### config.mk
export PLATFORM = sky130hd
export DESIGN_NAME = pulse_sync_tx_flat
export DESIGN_NICKNAME = d
export VERILOG_FILES = /design/src/rtl/pulse_sync_tx_pkg.sv /design/src/rtl/pulse_sync_tx_if.sv /design/src/rtl/pulse_sync_tx_sync_2ff.sv /design/src/rtl/pulse_sync_tx.sv /design/src/flat_wrapper.sv
export SDC_FILE = /design/constraint.sdc
export NUM_CORES = 1
export LEC_CHECK = 0
export ABC_AREA = 1
export CORE_MARGIN = 1
export CORE_UTILIZATION = 46
export DETAILED_ROUTE_END_ITERATION = 7
export HOLD_SLACK_MARGIN = 0.05
export PLACE_DENSITY = 0.82
export SLEW_MARGIN = 20
export SYNTH_ARGS = -nofsm -noshare
export SYNTH_HDL_FRONTEND = slang
export SYNTH_SLANG_ARGS = --single-unit
### constraint.sdc
create_clock -name clk -period 3.24 [get_ports clk]
set_clock_uncertainty 0.2 [all_clocks]
set_input_delay 0.324 -clock clk [delete_from_list [all_inputs] [get_ports clk]]
set_output_delay 0.324 -clock clk [all_outputs]
set_load 0.005 [all_outputs]
### src/rtl/pulse_sync_tx_pkg.sv
// Shared types and constants for the pulse synchronizer transmitter slice.
package pulse_sync_pkg;

  typedef enum logic [1:0] {
    IDLE    = 2'd0,
    SETUP   = 2'd1,
    REQ     = 2'd2,
    RELEASE = 2'd3
  } state_e;

  localparam int unsigned SYNC_STAGES   = 2;
  localparam int unsigned TMO_W_DEFAULT = 8;

endpackage

### src/rtl/pulse_sync_tx_if.sv
// Source-side valid/ready word handshake into pulse_sync_tx.
interface pulse_sync_tx_if #(
  parameter int unsigned N = 8
);
  logic [N-1:0] in_data;
  logic         in_valid;
  logic         in_ready;

  modport master (output in_data, output in_valid, input in_ready);
  modport slave  (input in_data, input in_valid, output in_ready);
endinterface

### src/rtl/pulse_sync_tx_sync_2ff.sv
// Multi-flop synchronizer for a single CDC control bit, with clock enable.
module sync_2ff
  import pulse_sync_pkg::*;
#(
  parameter int unsigned STAGES = SYNC_STAGES
) (
  input  logic clk,
  input  logic rst_n,
  input  logic en_i,
  input  logic d_i,
  output logic q_o
);

  logic [STAGES-1:0] sync_q;

  // Shift the asynchronous input through the chain while enabled
  always_ff @(posedge clk or negedge rst_n) begin
    if (!rst_n) begin
      sync_q <= '0;
    end else if (en_i) begin
      sync_q <= {sync_q[STAGES-2:0], d_i};
    end
  end

  assign q_o = sync_q[STAGES-1];

endmodule

### src/rtl/pulse_sync_tx.sv
// Source-domain transmitter: holds a word on data_out and runs a four-phase
// stb/ack exchange against a synchronized ack.
// Optional macro PULSE_SYNC_TX_TIMEOUT_EN adds a TMO_W-bit handshake timeout.
module pulse_sync_tx
  import pulse_sync_pkg::*;
#(
  parameter int unsigned N     = 8,
  parameter int unsigned TMO_W = TMO_W_DEFAULT
) (
  input  logic         clk,
  input  logic         rst_n,
  input  logic         ena,
  pulse_sync_tx_if.slave src,
  output logic [N-1:0] data_out,
  output logic         stb,
  input  logic         ack,
  output logic         busy,
  output logic         err
);

  if (TMO_W < 1) begin : g_bad_tmo_w
    $error("TMO_W must be at least 1");
  end

  state_e       state_q;
  logic [N-1:0] data_q;
  logic         stb_q;
  logic         ack_s;

  sync_2ff #(.STAGES(SYNC_STAGES)) u_ack_sync (
    .clk   (clk),
    .rst_n (rst_n),
    .en_i  (ena),
    .d_i   (ack),
    .q_o   (ack_s)
  );

  assign src.in_ready = ena && (state_q == IDLE);

`ifdef PULSE_SYNC_TX_TIMEOUT_EN
  logic [TMO_W-1:0] tmo_q;
  logic             err_q;
  logic             tmo_sat;

  assign tmo_sat = (tmo_q == '1);

  // Handshake FSM with data hold register, strobe and timeout counter;
  // a real ack_s transition always wins over a simultaneous saturation.
  always_ff @(posedge clk or negedge rst_n) begin
    if (!rst_n) begin
      state_q <= IDLE;
      data_q  <= '0;
      stb_q   <= 1'b0;
      tmo_q   <= '0;
      err_q   <= 1'b0;
    end else if (ena) begin
      err_q <= 1'b0;
      unique case (state_q)
        IDLE: begin
          tmo_q <= '0;
          if (src.in_valid) begin
            data_q  <= src.in_data;
            state_q <= SETUP;
          end
        end
        SETUP: begin
          tmo_q   <= '0;
          stb_q   <= 1'b1;
          state_q <= REQ;
        end
        REQ: begin
          if (ack_s) begin
            stb_q   <= 1'b0;
            tmo_q   <= '0;
            state_q <= RELEASE;
          end else if (tmo_sat) begin
            stb_q   <= 1'b0;
            err_q   <= 1'b1;
            tmo_q   <= '0;
            state_q <= RELEASE;
          end else begin
            tmo_q <= tmo_q + TMO_W'(1);
          end
        end
        RELEASE: begin
          if (!ack_s) begin
            tmo_q   <= '0;
            state_q <= IDLE;
          end else if (tmo_sat) begin
            err_q   <= 1'b1;
            tmo_q   <= '0;
            state_q <= IDLE;
          end else begin
            tmo_q <= tmo_q + TMO_W'(1);
          end
        end
        default: state_q <= IDLE;
      endcase
    end
  end

  assign err = err_q;
`else
  // Handshake FSM with data hold register and registered strobe
  always_ff @(posedge clk or negedge rst_n) begin
    if (!rst_n) begin
      state_q <= IDLE;
      data_q  <= '0;
      stb_q   <= 1'b0;
    end else if (ena) begin
      unique case (state_q)
        IDLE: begin
          if (src.in_valid) begin
            data_q  <= src.in_data;
            state_q <= SETUP;
          end
        end
        SETUP: begin
          stb_q   <= 1'b1;
          state_q <= REQ;
        end
        REQ: begin
          if (ack_s) begin
            stb_q   <= 1'b0;
            state_q <= RELEASE;
          end
        end
        RELEASE: begin
          if (!ack_s) begin
            state_q <= IDLE;
          end
        end
        default: state_q <= IDLE;
      endcase
    end
  end

  assign err = 1'b0;
`endif

  assign data_out = data_q;
  assign stb      = stb_q;
  assign busy     = (state_q != IDLE);

endmodule

### src/flat_wrapper.sv
// flat-port wrapper written by rule: the top's interface ports become plain ports
module pulse_sync_tx_flat import pulse_sync_pkg::*;
#(
  parameter int unsigned N     = 8,
  parameter int unsigned TMO_W = TMO_W_DEFAULT
)
  (clk, rst_n, ena, data_out, stb, ack, busy, err, src_in_data, src_in_valid, src_in_ready);
  pulse_sync_tx_if #(.N(N)) src_i ();
  input  logic clk;
  input  logic rst_n;
  input  logic ena;
  output logic [N-1:0] data_out;
  output logic stb;
  input  logic ack;
  output logic busy;
  output logic err;
  input wire logic [$bits(src_i.in_data)-1:0] src_in_data;
  input wire logic [$bits(src_i.in_valid)-1:0] src_in_valid;
  output wire logic [$bits(src_i.in_ready)-1:0] src_in_ready;
  assign src_i.in_data = src_in_data;
  assign src_i.in_valid = src_in_valid;
  assign src_in_ready = src_i.in_ready;
  pulse_sync_tx #(.N(N), .TMO_W(TMO_W)) u_core (.clk(clk), .rst_n(rst_n), .ena(ena), .src(src_i), .data_out(data_out), .stb(stb), .ack(ack), .busy(busy), .err(err));
endmodule
; After elaboration in Yosys (flattened, before gate mapping)
; Index checks and enable logic that the tools add are counted.
[op_classes]
eq_ne = 6
muxes = 6
n_reduce_logical = 7
[op_table]
columns = operator, count
row1 = $pmux 2 s4, 1
row2 = $mux 2, 3
row3 = $ne 2x2->1 const B, 3
row4 = $reduce_and 3->1, 2
row5 = $eq 2x2->1 const B, 2
row6 = $reduce_and 4->1, 1
row7 = $reduce_bool 2->1, 2
row8 = $eq 2x1->1 const B, 1
row9 = $logic_not 2->1, 1
row10 = $pmux 1 s2, 1
row11 = $logic_and 1x1->1, 1
row12 = $mux 1, 1
[word_totals]
ff_bits = 13
input_bits = 13
elab_cells = 23

; Longest topological paths before layout
[depth]
word_depth = 3
mapped_depth = 7

; Hierarchy
; A second synthesis with hierarchy kept.
[unflattened]
cells_unflattened = 82
hier_area_um2 = 701.9
[by_module_without_submodules]
columns = mod, instances, cells_per_inst, area_each_um2
row1 = pulse_sync_tx, 1, 73, 625.6
row2 = sync_2ff, 1, 9, 76.3

; Worst setup path before layout
; Ideal clock, no wire load.
[synth_path]
kind = register to output
startpoint = reg u_core.state_q[0]
endpoint = out src_in_ready
arrival_time_ps = 880
t_required_ps = 2716
setup_slack_ps = 1836
path_stages_with_launch = 5
cell_sequence = dfrtp_1 -> inv_1 -> ha_1 -> nand2_4 -> inv_6
[synth_between]
elab_chain_len = 2
[synth_lines]
columns = item, line_no
row1 = start: declaration, pulse_sync_tx.sv:25  ; state_e state_q;
row2 = start signal: assignment, pulse_sync_tx.sv:107  ; state_q <= IDLE;
row3 = start signal: assignment, pulse_sync_tx.sv:115  ; state_q <= SETUP;
row4 = start signal: assignment, pulse_sync_tx.sv:120  ; state_q <= REQ;
row5 = $logic_not 2->1, pulse_sync_tx.sv:38  ; assign src.in_ready = ena && (state_q == IDLE);
row6 = $logic_and 1x1->1, pulse_sync_tx.sv:38
row7 = end: declaration, flat_wrapper.sv:19  ; output wire logic [$bits(src_i.in_ready)-1:0] src_in_ready;
; Every way passes these cells.

; Final worst setup path
; Ends and elaborated chain as after synthesis.

==> metrics.cfg <==
[clock_tree]
ctsResizeCount=0
cts_tree=done
postCtsHoldBufs=0
path_clk_slew_ns=0.09
numCtsBuffers=3
postCtsSetupBuffers=0
htreeDepth=1
clock_sinks=13
root_buffer=clkbuf_4
insertion_delay_ns=0.28
cts.path.max_buffers=2

[synth]
ys_top_cells_by_area=dfrtp_1 45%, nand2_1 16%, ha_1 10%
seq_area_frac_synth_pct=45.22
syn_avg_cell_area_um2=8.565
ys_ff_latch=13
synth_cells=84
synthesis.area_um2=719.4
synth_cell_types=18
ys_warn_count=0
yosysTopAreaCellShare_pct=45.22
yosysTopAreaCell=dfrtp_1
synth_nets=103

[floorplan]
num_rows=13
fp.dieH_um=41.55
core_area_um2=1383
die_w_um=41.55
ios=25
dieArea_um2=1726
start_util_pct=52.04

[drt]
first_iter_violations=8
drt-wirelength-per-cell_um=10.72
routed_wl_mm=1.319
drc=0
first_pass_iters=4
ant_nets=0
num_vias=597
viasPerCell=4.854

[placed_design]
pre_cts_ws_ns=1.028
dp.cells=119
hpwl_mm=1.059
io_buffers=23
routabilityCongestion=0.8341

[power_and_ir_drop]
seq_power_share_pct=35.7
internal_power_uw=480.5
switching_share_pct=36.13
p_clk_share_pct=13.7
ir_worst_vdd_mv=0.4265
combPwrFrac_pct=50.6
p_leak_uw=0.0005093
power_density_nw_per_um2=775.9
p_sw_uw=271.8

[job]
maxCapViolCount=0

[setup_path]
path_buf_inv=3
crit_chain=inv_1, ha_1, nand2_4, inv_6, clkdlybuf4s50_1
end_kind=output port
cp_slowest_stage_delay_ns=0.50
cp-start-kind=flop
worstPathArrival_ns=1.77
crit_slowest_cell=clkdlybuf4s50_1
cp_max_fo=10
cp_data_required_time_ns=2.72
crit_type=flop to output port
cpLargestDelayFamily=buffers and inverters
r2r_setup_slack_ns=1.73
r2r_cells=7
cp_num_cells=5

[timing]
slew_viol_final=0
layout_setup_ws_ns=0.9458
rsz0062_at_grt=false
fin_crit_ns=2.294
slew_headroom_pct=61.72
clock.fmax_ghz=0.4359
finalHoldViolations=0
hold_ws_ns=0.1990
setup_tns_ns=0
tightest_slew_ns=0.5723
post-route-period-util_pct=70.81
setup_viol=0

[hold_path]
hold_class=primary input to async pin

[cells_and_area]
nNetsFinal=128
layoutNonFillerInstCount=123
nFillCells=113
drive_gt1_share_pct=11.11
area_growth_syn_to_layout_pct=34.78
diodes=0

[global_route]
grt_first_pass_wirelength_mm=2.166
grt_use_total_pct=16.61
grt_max_degree=14
first_global_vias=513
overflow=0
antenna_found_initial=0

[outcome]
outcome=completed

[cell usage after synthesis]
cell,instances
nand2_1,30
inv_6,1
nand3_1,11
nand2_4,2
conb_1,1
o21ai_1,1
o21bai_1,2
dfrtp_1,13
buf_6,1
buf_4,2
inv_1,6
or2_1,1
nand4_1,1
inv_2,2
a21oi_2,1
nor2_2,2
ha_1,6
or2_0,1
[sequential cells by signal, summed over array words and instances (netlist names)]
register and flops:
u_core.data_out 8, u_core.state_q 2, u_core.stb 1, u_core.u_ack_sync.sync_q 2
[cells by family after synthesis]
group	after synthesis	synth area share, %
adders and majority gates	6	10.43
and+or+nand+nor	48	30.78
buffers and inverters	12	9.043
DFF	13	45.22
AOI/OAI and AO/OA	4	3.999
other	1	0.5212
[metal layers]
metal | global-route usage (%) | wire, um | share of wire (%)
met5 | 0 | 0 | 0
met4 | 7.742 | 19 | 1.4
met3 | 2.609 | 46 | 3.5
met2 | 26.56 | 620 | 47
met1 | 21.97 | 633 | 48
[final cells by class]
type | count | area, um2 | share of cell area (%)
timing repair buffer | 23 | 230.2 | 23.74
multi-input combinational | 59 | 329.1 | 33.94
clock buffer | 3 | 22.52 | 2.323
clock inverter | 1 | 5.005 | 0.5161
tap | 15 | 18.77 | 1.935
sequential | 13 | 325.3 | 33.55
inverter | 9 | 38.79 | 4.000
[per-stage QoR]
stage / total power (uW) / area, um2 / util, %
2_1_floorplan: 472.4 / 719.4 / -
3_3_place_gp: 642.2 / 942.2 / 68.14
3_5_place_dp: 656.7 / 942.2 / 68.14
4_1_cts: 761.0 / 969.7 / 70.14
5_1_grt: 819.0 / 969.7 / 70.14
6_report: 752.3 / 969.7 / 70.14
[power groups by stage]
| stage | Sequential (uW) | Combinational [uW] | Clock [uW] |
|---|---|---|---|
| after floorplan | 275 | 197 | 0 |
| after global placement | 268 | 374 | 0 |
| after detailed placement | 275 | 382 | 0 |
| after CTS | 270 | 387 | 104 |
| after global routing | 277 | 428 | 114 |
| final | 269 | 381 | 103 |
[worst paths after layout]
kind,startpoint,endpoint
setup / recovery,u_core.state_q[0],src_in_ready
setup reg to reg,u_core.state_q[0],u_core.data_out[0]
hold / removal,rst_n,u_core.state_q[0]
max in group asynchronous,rst_n,u_core.data_out[4]
hold reg to reg,u_core.data_out[5],u_core.data_out[5]
min in group clk,u_core.data_out[5],u_core.data_out[5]
[cells in the final DEF (no fill, tap or decap), drive strengths merged, types with 2 or more instances in the layout]
cell type,count
clkbuf,3
clkdlybuf4s50,23
dfrtp,13
ha,6
inv,9
nand2,32
nand3,11
nor2,2
o21bai,2
or2,2
No activity file was read; power rests on OpenSTA's default activity.
==> RTL edit 1 (same settings) <==
`N` is set to 8 in 3 places; all go to 12.
--- a/src/rtl/pulse_sync_tx_if.sv
+++ b/src/rtl/pulse_sync_tx_if.sv
@@ -1,6 +1,6 @@
 // Source-side valid/ready word handshake into pulse_sync_tx.
 interface pulse_sync_tx_if #(
-  parameter int unsigned N = 8
+  parameter int unsigned N = 12
 );
   logic [N-1:0] in_data;
   logic         in_valid;
--- a/src/rtl/pulse_sync_tx.sv
+++ b/src/rtl/pulse_sync_tx.sv
@@ -4,7 +4,7 @@
 module pulse_sync_tx
   import pulse_sync_pkg::*;
 #(
-  parameter int unsigned N     = 8,
+  parameter int unsigned N     = 12,
   parameter int unsigned TMO_W = TMO_W_DEFAULT
 ) (
   input  logic         clk,
--- a/src/flat_wrapper.sv
+++ b/src/flat_wrapper.sv
@@ -1,7 +1,7 @@
 // flat-port wrapper written by rule: the top's interface ports become plain ports
 module pulse_sync_tx_flat import pulse_sync_pkg::*;
 #(
-  parameter int unsigned N     = 8,
+  parameter int unsigned N     = 12,
   parameter int unsigned TMO_W = TMO_W_DEFAULT
 )
   (clk, rst_n, ena, data_out, stb, ack, busy, err, src_in_data, src_in_valid, src_in_ready);
Interface: changed (resized data_out and src_in_data); port bits go from 25 to 33. The function was not compared with the original's and may differ.
==> RTL edit 1 against the original RTL <==
  * Routed wire length up 30%
  * Area after synthesis rose by 22%
  * Critical path depth did not move
  * Design area grew 24%
  * Sequential cell count rose by 4
  * Final cell count grew 28%
  * Worst setup slack got worse by 61 ps
  * Via count rose by 25%
  * Sequential power rose by 31%
  * Worst hold slack better by 59 ps
  * Register-to-register slack got worse by 110 ps
  * Total power grew 23%
==> RTL edit 1: results (changes against the original RTL) <==
.. list-table::
   :header-rows: 1

   * - Metric
     - Value
   * - Power Internal
     - 0.6059 mW (was 0.4805 mW)
   * - Post-place instance area
     - 0.001174 mm2 (was 942.2 um2)
   * - Fraction of final layout cells sized beyond drive strength 1
     - 6.818% (was 11.11%)
   * - Global-route wire length before repair
     - 2732 um (was 2166 um)
   * - Rel. slew slack
     - 51.12% (was 61.72%)
   * - Leakage power total
     - 0.6276 nW (was 0.5093 nW)
   * - Biggest fanout along the worst timing path
     - 14 (was 10)
   * - Placement Setup Slack
     - 999.3 ps (was 1028 ps)
   * - Routed via count
     - 749 (was 597)
   * - Syn_nets
     - 125 (was 103)
   * - Peak supply drop
     - 0.0004316 V (was 0.0004265 V)
   * - Cell types with the highest counts after synthesis
     - 38 x sky130_fd_sc_hd__nand2_1, 17 x sky130_fd_sc_hd__dfrtp_1, 15 x sky130_fd_sc_hd__nand3_1 (was 30 x sky130_fd_sc_hd__nand2_1, 13 x sky130_fd_sc_hd__dfrtp_1, 11 x sky130_fd_sc_hd__nand3_1)
   * - Post-DP HPWL
     - 1338 um (was 1059 um)
   * - Final cycle utilization of the critical path
     - 72.70% (was 70.81%)
   * - Number of flip-flops in the largest register
     - 12 (was 8)
   * - Worst setup slack for register-to-register paths
     - 1620 ps (was 1730 ps)
   * - Tot GR Track Use
     - 18.09% (was 16.61%)
   * - Run status
     - finished, final reports clean (unchanged)
   * - Gate count after technology mapping
     - 102 (was 84)
   * - Routed length per instance
     - 10.92 um (was 10.72 um)
   * - Critical path arrival
     - 1830 ps (was 1770 ps)
   * - Terminus of the critical flop-to-flop path
     - u_core.data_out[6] (was u_core.data_out[0])
   * - Gp weighted congestion
     - 0.8584 (was 0.8341)
   * - Final-stage net count
     - 156 (was 128)
   * - Vias in the first global route
     - 671 (was 513)
   * - Number of DRC markers after the initial detailed-route iteration
     - 20 (was 8)
   * - Number of instances in the placed design
     - 153 (was 119)
   * - Maximum number of pins on one net before global-route repair
     - 18 (was 14)
-- RTL edit 1: cell types whose count changed after synthesis, sizes merged --
cell,unedited run,this run
nand3,11,15
nand2,32,40
buf,3,5
dfrtp,13,17
-- RTL edit 1: kinds of logic (layout without fill, tap and decap cells) --
logic type	count (synthesis)	after routing
buffers and inverters	14	44
adders and majority gates	6	6
AOI/OAI and AO/OA	4	4
other	1	1
DFF	17	17
and+or+nand+nor	60	60
-- RTL edit 1: routing by layer --
metal / track usage [%] / wire length, um / vias up
met5: 0 / 0 / -
met4: 3.636 / 16 / 0
met3: 2.778 / 113 / 2
met2: 32.29 / 846 / 32
met1: 22.96 / 739 / 340
li1: - / - / 375
-- RTL edit 1: worst max-delay path, cell delays in order, from the launching register on --
cell                              delay [ps]
sky130_fd_sc_hd__dfrtp_1                 410
sky130_fd_sc_hd__inv_1                   150
sky130_fd_sc_hd__ha_1                    250
sky130_fd_sc_hd__nand2_4                  70
sky130_fd_sc_hd__inv_4                   140
sky130_fd_sc_hd__clkdlybuf4s50_1         520
-- RTL edit 1: metrics by stage --
step                utilization [%]  power [mW]
finish                        68.09      0.9289
global route                  68.09       1.008
CTS                           68.09      0.9385
detailed placement            66.52      0.8264
global placement              66.52      0.8045
floorplan                         -      0.5917
-- RTL edit 1: power by group through the flow --
stage,combinational [mW],sequential (mW),clock [mW]
6_report,0.464,0.352,0.112
5_1_grt,0.525,0.361,0.123
4_1_cts,0.470,0.353,0.115
3_5_place_dp,0.469,0.358,0
3_3_place_gp,0.452,0.352,0
2_1_floorplan,0.229,0.363,0
-- RTL edit 1: how the worst min path moves through the flow --
stage | end | slack, ps | cells past startpoint
after floorplan | u_core.data_out[0] | -170 | 0
after global placement | u_core.data_out[5] | 250 | 2
after detailed placement | u_core.data_out[8] | 260 | 2
after CTS | u_core.data_out[8] | 280 | 2
after global routing | u_core.u_ack_sync.sync_q[0] | 300 | 2
final | u_core.data_out[3] | 260 | 1
-- RTL edit 1: final cells by class --
| cell class | count | area, um2 | share of cell area (%) |
|---|---|---|---|
| Tap cell | 25 | 31.28 | 2.604 |
| Sequential cell | 17 | 425.4 | 35.42 |
| Inverter | 9 | 36.28 | 3.021 |
| Clock buffer | 3 | 22.52 | 1.875 |
| Clock inverter | 1 | 5.005 | 0.4167 |
| Multi-Input combinational cell | 71 | 370.4 | 30.83 |
| Timing Repair Buffer | 31 | 310.3 | 25.83 |
==> RTL edit 2 (same settings) <==
Without the edit above. Re-encode `state_e` (4 states) as one-hot, 4 bits wide.
--- a/src/rtl/pulse_sync_tx_pkg.sv
+++ b/src/rtl/pulse_sync_tx_pkg.sv
@@ -1,11 +1,11 @@
 // Shared types and constants for the pulse synchronizer transmitter slice.
 package pulse_sync_pkg;
 
-  typedef enum logic [1:0] {
-    IDLE    = 2'd0,
-    SETUP   = 2'd1,
-    REQ     = 2'd2,
-    RELEASE = 2'd3
+  typedef enum logic [3:0] {
+    IDLE    = 4'b0001,
+    SETUP   = 4'b0010,
+    REQ     = 4'b0100,
+    RELEASE = 4'b1000
   } state_e;
 
   localparam int unsigned SYNC_STAGES   = 2;
Behaviour: no difference found for any inputs over 10 cycles, from zero or initial values and one cycle with rst_n low; not proved beyond that.
==> RTL edit 2 against the original RTL <==
  * Critical path depth stayed put
  * Core utilization is 2.9 points lower
  * Design area is 3.2% higher
  * Fmax is 3.1% higher
  * Area after synthesis is 1.7% higher
  * Total power is 9.6% higher
  * Sequential cell count is 2 higher
  * Routed wire length is 6.5% higher
  * Worst setup slack better by 70 ps
  * Critical endpoint unchanged
  * Largest power group unchanged
==> RTL edit 2: results (changes against the original RTL) <==
.. list-table::
   :header-rows: 1

   * - Metric
     - Value
   * - Fraction of final layout cells sized beyond drive strength 1
     - 10.92% (was 11.11%)
   * - Run status
     - finished, final reports clean (unchanged)
   * - Top layer reached by signal wires
     - met4 (unchanged)
   * - Gp weighted congestion
     - 0.8243 (was 0.8341)
   * - Distinct cells, synth
     - 16 (was 18)
   * - Iteration count of the initial detailed-routing pass
     - 4 (unchanged)
   * - Filler cell count
     - 119 (was 113)
   * - Sequential power
     - 0.323 mW (was 0.269 mW)
   * - Family with the most delay on the worst path
     - flip-flops (was buffers and inverters)
   * - Met3 demand-to-capacity share in global routing
     - 3.478% (was 2.609%)
   * - Vias in the first global route
     - 592 (was 513)
   * - Leakage power total
     - 0.5314 nW (was 0.5093 nW)
   * - Syn_nets
     - 106 (was 103)
   * - Met1 layer wirelength in the final routing
     - 651 um (was 633 um)
   * - Global routing met2 resource utilization
     - 30.94% (was 26.56%)
   * - Switching part of the total
     - 37.51% (was 36.13%)
   * - Mean Syn Cell Area
     - 7.870 um2 (was 8.565 um2)
   * - Maximum number of pins on one net before global-route repair
     - 16 (was 14)
   * - Number of instances in the placed design
     - 131 (was 119)
   * - Post-route cell area
     - 0.001001 mm2 (was 969.7 um2)
   * - Placement Setup Slack
     - 1020 ps (was 1028 ps)
   * - Met3 wirelength from detailed routing
     - 83 um (was 46 um)
   * - Fraction of met1 tracks used by global routing
     - 22.57% (was 21.97%)
   * - Post-place instance area
     - 974.7 um2 (was 942.2 um2)
   * - Power attributed to combinational cells
     - 0.397 mW (was 0.381 mW)
   * - Sequential-to-total area share from yosys stat
     - 51.45% (was 45.22%)
   * - Rel. slew slack
     - 55.34% (was 61.72%)
   * - Global-route wire length before repair
     - 2394 um (was 2166 um)
   * - Final Instance Count excl. Fillers
     - 135 (was 123)
   * - Cell at the slowest stage of the critical path
     - sky130_fd_sc_hd__dfstp_2 (was sky130_fd_sc_hd__clkdlybuf4s50_1)
   * - Area contributors post-synth
     - sky130_fd_sc_hd__dfrtp_1 48%, sky130_fd_sc_hd__nand2_1 24%, sky130_fd_sc_hd__dfstp_2 3.6%, sky130_fd_sc_hd__inv_1 3.6%, sky130_fd_sc_hd__nand2_4 3.1% (was sky130_fd_sc_hd__dfrtp_1 45%, sky130_fd_sc_hd__nand2_1 16%, sky130_fd_sc_hd__ha_1 10%, sky130_fd_sc_hd__nand3_1 7.7%, sky130_fd_sc_hd__inv_1 3.1%)
   * - Post-DP HPWL
     - 1096 um (was 1059 um)
   * - Power Internal
     - 0.5152 mW (was 0.4805 mW)
   * - Cell types with the highest counts after synthesis
     - 46 x sky130_fd_sc_hd__nand2_1, 14 x sky130_fd_sc_hd__dfrtp_1, 7 x sky130_fd_sc_hd__inv_1 (was 30 x sky130_fd_sc_hd__nand2_1, 13 x sky130_fd_sc_hd__dfrtp_1, 11 x sky130_fd_sc_hd__nand3_1)
   * - Peak supply drop
     - 0.0004497 V (was 0.0004265 V)
   * - Tot GR Track Use
     - 18.25% (was 16.61%)
-- RTL edit 2: final timing paths --
kind	from	to	slack [ps]	cells past startpoint
min in group clk	u_core.data_out[0]	u_core.data_out[0]	280	2
max in group asynchronous	rst_n	u_core.stb	2160	1
hold / removal	rst_n	u_core.u_ack_sync.sync_q[0]	240	1
hold reg to reg	u_core.data_out[0]	u_core.data_out[0]	280	2
setup reg to reg	u_core.state_q[0]	u_core.data_out[4]	1760	8
setup / recovery	u_core.state_q[0]	src_in_ready	1020	5
-- RTL edit 2: layout make-up --
class / instances / share of cell area, %
multi-input cells: 67 / 30.50
flip-flops and latches: 15 / 37.62
repair buffers: 23 / 23.00
clock buffers: 4 / 2.625
inverters: 10 / 4.250
well taps: 16 / 2.000
-- RTL edit 2: logic make-up after synthesis --
kind of cell           synth area share (%)
other                                0.5123
AOI/OAI and AO/OA                     2.734
buffers and inverters                 6.839
and+or+nand+nor                       38.46
DFF                                   51.45
